`src/rtl/track_recorder.sv`:
```
// Rhythm-game track recorder. It clears a 32x4 track RAM, then records one
// OR-accumulated note word per beat slot. Every output comes straight from a flop.
module track_recorder #(
  parameter int TRACK_LEN = 32
) (
  input  logic       CLOCK_50,
  input  logic       resetn,
  input  logic       start,
  input  logic       abort,
  input  logic       beat_tick,
  input  logic [3:0] notes_in,
  output logic [4:0] ram_address,
  output logic [3:0] ram_data,
  output logic       ram_wren,
  output logic       busy,
  output logic       done
);

  typedef enum logic [1:0] {
    S_IDLE,
    S_CLEAR,
    S_RECORD,
    S_DONE
  } state_e;

  localparam logic [4:0] LAST_SLOT = 5'(TRACK_LEN - 1);

  state_e     state_q;
  logic [4:0] addr_q;
  logic [3:0] data_q;
  logic       wren_q;
  logic       busy_q;
  logic       done_q;
  logic [4:0] slot_q;
  logic [3:0] acc_q;

  // NOTE: state and outputs share one clocked block with non-blocking
  // assignments, so every output is a registered copy of the decision.
  always_ff @(posedge CLOCK_50 or negedge resetn) begin
    if (!resetn) begin
      state_q <= S_IDLE;
      addr_q  <= '0;
      data_q  <= '0;
      wren_q  <= 1'b0;
      busy_q  <= 1'b0;
      done_q  <= 1'b0;
      slot_q  <= '0;
      acc_q   <= '0;
    end else begin
      case (state_q)
        S_IDLE, S_DONE: begin
          wren_q <= 1'b0;
          // The first clear write goes out on the cycle right after start.
          if (start) begin
            state_q <= S_CLEAR;
            addr_q  <= '0;
            data_q  <= '0;
            wren_q  <= 1'b1;
            busy_q  <= 1'b1;
            done_q  <= 1'b0;
            slot_q  <= '0;
            acc_q   <= '0;
          end
        end

        S_CLEAR: begin
          if (abort) begin
            state_q <= S_IDLE;
            wren_q  <= 1'b0;
            busy_q  <= 1'b0;
          end else if (addr_q == LAST_SLOT) begin
            state_q <= S_RECORD;
            wren_q  <= 1'b0;
            slot_q  <= '0;
            acc_q   <= '0;
          end else begin
            addr_q <= addr_q + 5'd1;
            wren_q <= 1'b1;
          end
        end

        S_RECORD: begin
          if (abort) begin
            state_q <= S_IDLE;
            wren_q  <= 1'b0;
            busy_q  <= 1'b0;
            slot_q  <= '0;
            acc_q   <= '0;
          end else if (beat_tick) begin
            // Notes on the tick cycle belong to the slot being closed.
            wren_q <= 1'b1;
            addr_q <= slot_q;
            data_q <= acc_q | notes_in;
            acc_q  <= '0;
            if (slot_q == LAST_SLOT) begin
              state_q <= S_DONE;
              busy_q  <= 1'b0;
              done_q  <= 1'b1;
              slot_q  <= '0;
            end else begin
              slot_q <= slot_q + 5'd1;
            end
          end else begin
            wren_q <= 1'b0;
            acc_q  <= acc_q | notes_in;
          end
        end

        default: begin
          state_q <= S_IDLE;
          wren_q  <= 1'b0;
          busy_q  <= 1'b0;
          done_q  <= 1'b0;
        end
      endcase
    end
  end

  assign ram_address = addr_q;
  assign ram_data    = data_q;
  assign ram_wren    = wren_q;
  assign busy        = busy_q;
  assign done        = done_q;

endmodule

```
`config.mk`:
```
export PLATFORM = sky130hd
export DESIGN_NAME = track_recorder
export DESIGN_NICKNAME = d
export VERILOG_FILES = /design/src/rtl/track_recorder.sv
export SDC_FILE = /design/constraint.sdc
export NUM_CORES = 1
export LEC_CHECK = 0
export ABC_AREA = 0
export CELL_PAD_IN_SITES_DETAIL_PLACEMENT = 0
export CELL_PAD_IN_SITES_GLOBAL_PLACEMENT = 1
export CORE_MARGIN = 5
export CORE_UTILIZATION = 25
export CTS_CLUSTER_SIZE = 28
export DETAILED_ROUTE_END_ITERATION = 12
export GPL_TIMING_DRIVEN = 0
export PLACE_DENSITY = 0.56
export SLEW_MARGIN = 15
export SYNTH_ARGS = -nofsm -noshare
export SYNTH_HDL_FRONTEND = slang
export SYNTH_SLANG_ARGS = --single-unit
```
`constraint.sdc`:
```
create_clock -name CLOCK_50 -period 4.95 [get_ports CLOCK_50]
set_input_delay 1.2375 -clock CLOCK_50 [delete_from_list [all_inputs] [get_ports CLOCK_50]]
set_output_delay 1.2375 -clock CLOCK_50 [all_outputs]
set_load 0.005 [all_outputs]
```
==> summary.md, run 1 <==
| Metric | Value |
|---|---|
| Vias | `1,144` |
| GRT Residual Overflow | `0` |
| Cell Rows | `27` |
| Post-synthesis cell type count | `43` |
| Clock buffer count from CTS | `3` |
| Post-cts hold buffer count | `0` |
| Crit path launch type | `primary input` |
| Worst VDD drop | `0.000113 V` |
| Fin Hold WS | `0.514 ns` |
| Final core occ | `0.314` |
| Max Root-Sink Buffers | `2` |
| Post-synth EDFFs | `0` |
| DRC Markers | `0` |
| Root Buffer | `clkbuf_8` |
| Req. time, crit path | `5.11 ns` |
| Maxcap violations | `0` |
| Worst Reg-to-Reg Cells | `6` |
| Largest net degree at the start of global routing | `24` |
| CTS-repair resized insts | `0` |
| Syn_nets | `153` |
| H-tree depth | `1` |
| Syn. warnings | `0` |
| Status | `completed` |
| First-pass GRT wire length | `5800 um` |
| Dpl cell area | `0.00167 sq mm` |
| Synth top area cells | `dfrtp_1 (41%), ha_1 (5.4%), mux2i_1 (4.3%)` |
| Sink Count | `23` |
| Final #Nets | `177` |
| Tot GR Track Use | `0.0991` |
| Initial antenna violation count | `0` |
| Vias in the first global route | `1,155` |
| Final GP Congestion | `0.788` |
| Post-CTS Setup Bufs | `0` |
| Most used DFF post-synth | `dfrtp_1` |
| Fin area | `0.00171 sq mm` |
| Commonest cells after routing, fill and taps aside | `dfrtp_1 (23), clkdlybuf4s50_1 (18), inv_1 (15)` |
| Initial Util | `0.255` |
| Final setup fails | `0` |
| IO Port Bufs | `19` |
| # fillers | `550` |
| DRT Pass-1 Iters | `4` |
| HP Class | `reg2reg` |
| Area leader, netlist | `dfrtp_1` |
| Clk_lat worst skew | `0.27 ns` |
| RSZ-0062 raised after global routing | `false` |
| DR vias/cell | `4.91` |
| R2r endpoint | `ram_address[4]$_DFFE_PN0P_` |
| CTS tree | `yes` |
| Total core area | `0.00544 sq mm` |
| Fin crit share | `0.582` |
| Syn Area/Cell | `10.1 sq um` |
| Clock period minus worst slack | `2.88 ns` |
| Worst flop-to-flop path startpoint | `ram_address[0]$_DFFE_PN0P_` |
| Die area | `0.00714 sq mm` |
| Clock transition at path regs | `0.09 ns` |
| CP Class | `in2reg` |
| Slew @ Worst Pin | `0.554 ns` |
| Hold path start | `acc_q[0]$_DFFE_PN0P_` |
| Worst clock skew | `0.00112 ns` |
| Leakage | `0.713 nW` |
| Drt initial violations | `32` |
| Fmax | `347 MHz` |
| Yosys reg bits | `23` |
| Max FO, Critical Path | `10` |
| WL per Instance | `15.2 um` |
| IO Count | `21` |
| Max-slew violations | `0` |
| Endpoints failing hold | `0` |
| DRT Wirelength | `3550 um` |
| Slew Limit Headroom | `0.631` |
| Mapped cell area | `0.00139 sq mm` |
| Post-DP HPWL | `2620 um` |
| DRT antenna net count | `0` |
| Antenna cells | `0` |
| Arr. time, crit path | `3.04 ns` |
| Hold endpoint | `acc_q[0]$_DFFE_PN0P_` |
| PD cells | `448 mW/mm^2` |
| Die Width | `84.5 um` |
| Synth Instances | `138` |
| Hold path cells | `2` |
| FF-to-FF setup slack | `2.69 ns` |
| Most common cell after layout, fill and taps aside | `dfrtp_1` |
| Asr flop ratio synth | `1.00` |
| Register area share after synthesis | `0.415` |
| Top-area cell type share of the netlist area | `0.415` |
| Ratio of cells with drive above 1 in the final layout | `0.0745` |
| Worst Setup End Kind | `register` |
| Setup Total Neg Slack | `0 ns` |
| Chip height | `84.5 um` |
| Area delta synth->final | `23.2%` |
worst max path at each step:
| stage | from | to | slack (ns) | depth (start not counted) |
|---|---|---|---|---|
| after global placement | abort | state_q[1]$_DFFE_PN0P_ | 1.82 | 5 |
| after CTS | abort | state_q[1]$_DFFE_PN0P_ | 2.11 | 5 |
| after floorplan | beat_tick | ram_address[1]$_DFFE_PN0P_ | 2.50 | 4 |
| after detailed placement | abort | state_q[1]$_DFFE_PN0P_ | 1.82 | 5 |
| after global routing | abort | state_q[1]$_DFFE_PN0P_ | 2.03 | 5 |
| final | abort | state_q[1]$_DFFE_PN0P_ | 2.07 | 5 |
cells in the mapped netlist (all sizes together), types with 2 or more instances:
cell     number
a21oi         8
a221oi        2
a22oi         3
a32o          2
and3          2
clkbuf        7
dfrtp        23
ha            6
inv          15
mux2          5
mux2i         6
nand2         2
nand2b        4
nand3         3
nand4bb       2
nor2          5
nor2b         5
nor3          2
nor4bb        2
o211ai        6
o21ai         5
o41ai         2
or4           3
through the flow:
step	power, mW	cells	setup slack, ns
after detailed placement	0.650	229	1.82
after global routing	0.819	233	2.03
after floorplan	0.512	138	2.50
after global placement	0.650	229	1.82
final	0.766	233	2.07
after CTS	0.777	233	2.11
layer usage:
metal,GRT usage,wire (um)
met3,0.0186,153
met5,0,0
met1,0.137,1740
met2,0.154,1640
met4,0.0360,25
worst max-delay path, cell delays in order:
cell	delay, ns
clkdlybuf4s50_1	0.50
clkbuf_1	0.34
nor3b_1	0.14
a211oi_1	0.42
mux2_2	0.39
registers in the layout (all words and copies together) (netlist names):
signal / flops
ram_address: 5
slot_q: 5
acc_q: 4
ram_data: 4
state_q: 2
busy: 1
done: 1
ram_wren: 1
kinds of logic after synthesis:
family,Yosys count,share of synthesized area
AOI/OAI and AO/OA,41,0.216
xor gates and xnor gates,1,0.00631
adders and majority gates,6,0.0541
buffers and inverters,23,0.0676
DFF,23,0.415
muxes,11,0.0893
and+or+nand+nor,33,0.151
where the power goes:
| group | switching [mW] | internal, mW | total [mW] | leakage [nW] |
|---|---|---|---|---|
| clock | 0.0660 | 0.0563 | 0.122 | 0.0255 |
| sequential | 0.0299 | 0.236 | 0.266 | 0.308 |
| combinational | 0.201 | 0.176 | 0.378 | 0.379 |
| total | 0.297 | 0.469 | 0.766 | 0.713 |
area by class of cell:
type | count | area, sq um | share of cell area
multi-input cells | 92 | 718 | 0.420
flip-flops and latches | 23 | 576 | 0.337
repair buffers | 19 | 185 | 0.108
well taps | 72 | 90.1 | 0.0527
inverters | 15 | 56.3 | 0.0329
clock buffers | 3 | 41.3 | 0.0242
plain buffers | 8 | 37.5 | 0.0220
clock inverters | 1 | 5.00 | 0.00293
(Power assumes the default switching activity.)
==> inputs of run 2 (changes only) <==
Clock period 4.95 ns to 2.73 ns, I/O delays scaled along.
==> results of run 2 <==
Same layout as run 1 (identical final DEF). Status: completed.
Among the figures that moved: setup slack after placement 1.82 ns -> 0.156 ns; setup slack after layout 2.07 ns -> 0.406 ns; hold slack 0.514 ns -> 0.391 ns; register-to-register setup slack 2.69 ns -> 0.47 ns; total power 0.766 mW -> 1.39 mW; worst IR drop on VDD 0.000113 V -> 0.000206 V
==> inputs of run 3 (changes only) <==
Settings changed: CORE_UTILIZATION 25 to 41, PLACE_DENSITY 0.56 to 0.82.
==> run 3 against run 2 <==
Sequential cell count stayed put. Sequential share of layout area is 0.99 points higher. Routed wire length is 10% lower. Clock power is 25% lower. Utilization is 19 points higher. Design area is 2.9% lower. Cell count is 11% lower. Via count is 1.7% higher. Critical path type is now reg2reg. Critical endpoint is now ram_address[1]$_DFFE_PN0P_.
==> summary.md, run 3 (synthesis gave the netlist of run 1 again) <==
| Metric | Value |
|---|---|
| Status | `completed` |
| DRT antenna net count | `0` |
| Clock period minus worst slack | `2.27 ns` |
| FF-to-FF setup slack | `0.46 ns` |
| Worst clock skew | `0.00782 ns` |
| Fin crit share | `0.831` |
| H-tree depth | `1` |
| First-pass GRT wire length | `5490 um` |
| Arr. time, crit path | `2.50 ns` |
| DR vias/cell | `5.62` |
| Worst flop-to-flop path startpoint | `ram_address[0]$_DFFE_PN0P_` |
| Slew Limit Headroom | `0.600` |
| RSZ-0062 raised after global routing | `false` |
| Max Root-Sink Buffers | `2` |
| Most common cell after layout, fill and taps aside | `dfrtp_1` |
| DRC Markers | `0` |
| Drt initial violations | `98` |
| Worst Reg-to-Reg Cells | `6` |
| Die Width | `68.2 um` |
| IO Count | `21` |
| Critical Path Slowest Stage Cell | `or4_4` |
| Post-CTS Setup Bufs | `0` |
| Leakage | `0.701 nW` |
| Post-DP HPWL | `2360 um` |
| Comb power frac | `0.511` |
| End of the critical path | `ram_address[1]$_DFFE_PN0P_` |
| Root Buffer | `clkbuf_4` |
| Die area | `0.00465 sq mm` |
| Sw frac | `0.391` |
| Largest net degree at the start of global routing | `24` |
| GRT Residual Overflow | `0` |
| Tot GR Track Use | `0.159` |
| Crit. Startpoint | `ram_address[0]$_DFFE_PN0P_` |
| Total core area | `0.00331 sq mm` |
| Clock buffer count from CTS | `3` |
| Fmax | `441 MHz` |
| Worst stage delay on the critical path | `0.53 ns` |
| Endpoints failing hold | `0` |
| Clk_lat worst skew | `0.32 ns` |
| Antenna cells | `0` |
| Crit path top cell by count | `ha_1` |
| DRT Wirelength | `3190 um` |
| Slew @ Worst Pin | `0.600 ns` |
| IO Port Bufs | `19` |
| Worst Setup End Kind | `register` |
| Final GP Congestion | `0.803` |
| Worst VDD drop | `0.000209 V` |
| CP Class | `reg2reg` |
| Vias in the first global route | `1,148` |
| Post-cts hold buffer count | `0` |
| WL per Instance | `15.4 um` |
| Chip height | `68.2 um` |
| R2r endpoint | `ram_address[1]$_DFFE_PN0P_` |
| Max FO, Critical Path | `5` |
| Initial antenna violation count | `0` |
| CTS-repair resized insts | `0` |
| Sequential power share | `0.363` |
| Sink Count | `23` |
| Ratio of cells with drive above 1 in the final layout | `0.0745` |
| Area delta synth->final | `19.7%` |
| Clock transition at path regs | `0.14 ns` |
| Final #Nets | `177` |
| PD cells | `794 mW/mm^2` |
| DRT Pass-1 Iters | `4` |
| HP Class | `in2async` |
| Final setup fails | `0` |
| # fillers | `320` |
| Max-slew violations | `0` |
| Setup Total Neg Slack | `0 ns` |
| Clk pwr share | `0.126` |
| NetSw | `0.515 mW` |
| Crit path launch type | `register` |
| Commonest cells after routing, fill and taps aside | `dfrtp_1 (23), clkdlybuf4s50_1 (18), inv_1 (15)` |
| Initial Util | `0.419` |
| Critical Path, Cell by Cell | `ha_1, and3_1, ha_1, and2_1, or4_4, mux2_4` |
| CTS tree | `yes` |
| Maxcap violations | `0` |
| Internal power | `0.802 mW` |
| Req. time, crit path | `2.96 ns` |
| Vias | `1,164` |
| Cell Rows | `21` |
| Total power | `1.32 mW` |
-- run 3: cell types whose count changed in the layout (fill, tap and decap cells not counted) --
| cell | delta |
|---|---|
| clkbuf_4 | +3 |
| clkbuf_8 | -3 |
| clkinv_2 | -1 |
| clkinvlp_4 | +1 |
-- run 3: how the worst min path moves through the flow --
stage | cells after the start | slack, ns | endpoint | start
after floorplan | 0 | 0.39 | acc_q[0]$_DFFE_PN0P_ | resetn
after global placement | 1 | 0.50 | busy$_DFFE_PN0P_ | busy$_DFFE_PN0P_
after detailed placement | 2 | 0.50 | acc_q[2]$_DFFE_PN0P_ | acc_q[2]$_DFFE_PN0P_
after CTS | 2 | 0.52 | acc_q[2]$_DFFE_PN0P_ | acc_q[2]$_DFFE_PN0P_
after global routing | 1 | 0.33 | ram_data[2]$_DFFE_PN0P_ | resetn
final | 1 | 0.31 | ram_data[1]$_DFFE_PN0P_ | resetn
-- run 3: power groups by stage --
stage	clock network [mW]	registers (mW)	logic (mW)
2_1_floorplan	0	0.483	0.445
3_3_place_gp	0	0.482	0.671
3_5_place_dp	0	0.487	0.680
4_1_cts	0.178	0.479	0.682
5_1_grt	0.193	0.489	0.755
6_report	0.166	0.478	0.673
-- run 3: final cells by class --
type / count / area, sq um / area share
clock buffer: 3 / 22.5 / 0.0136
buffer: 8 / 37.5 / 0.0226
clock inverter: 1 / 7.51 / 0.00452
inverter: 15 / 56.3 / 0.0339
tap: 46 / 57.6 / 0.0347
sequential: 23 / 576 / 0.347
multi-input combinational: 92 / 718 / 0.433
timing repair buffer: 19 / 185 / 0.112
-- run 3: through the flow --
step	hold WS, ns	area, sq um	worst slack [ns]	utilization	instances
6_report	0.309	1660	0.461	0.502	207
5_1_grt	0.330	1660	0.407	0.502	207
4_1_cts	0.525	1670	0.453	0.503	207
3_5_place_dp	0.505	1640	0.203	0.494	203
3_3_place_gp	0.497	1640	0.203	0.494	203
2_1_floorplan	0.387	1390	0.614	-	138
-- run 3: layer usage --
metal / share of wire / vias up / wire [um] / global-route usage
li1: - / 556 / - / -
met1: 0.47 / 582 / 1510 / 0.217
met2: 0.47 / 21 / 1500 / 0.238
met3: 0.041 / 5 / 130 / 0.0394
met4: 0.014 / 0 / 45 / 0.0695
met5: 0 / - / 0 / 0
-- run 3: critical path, delay by kind of cell (launching register included) --
kind / cells / cell delay, ns
adders and majority gates: 2 / 0.48
DFF: 1 / 0.46
muxes: 1 / 0.31
and+or+nand+nor: 3 / 0.92
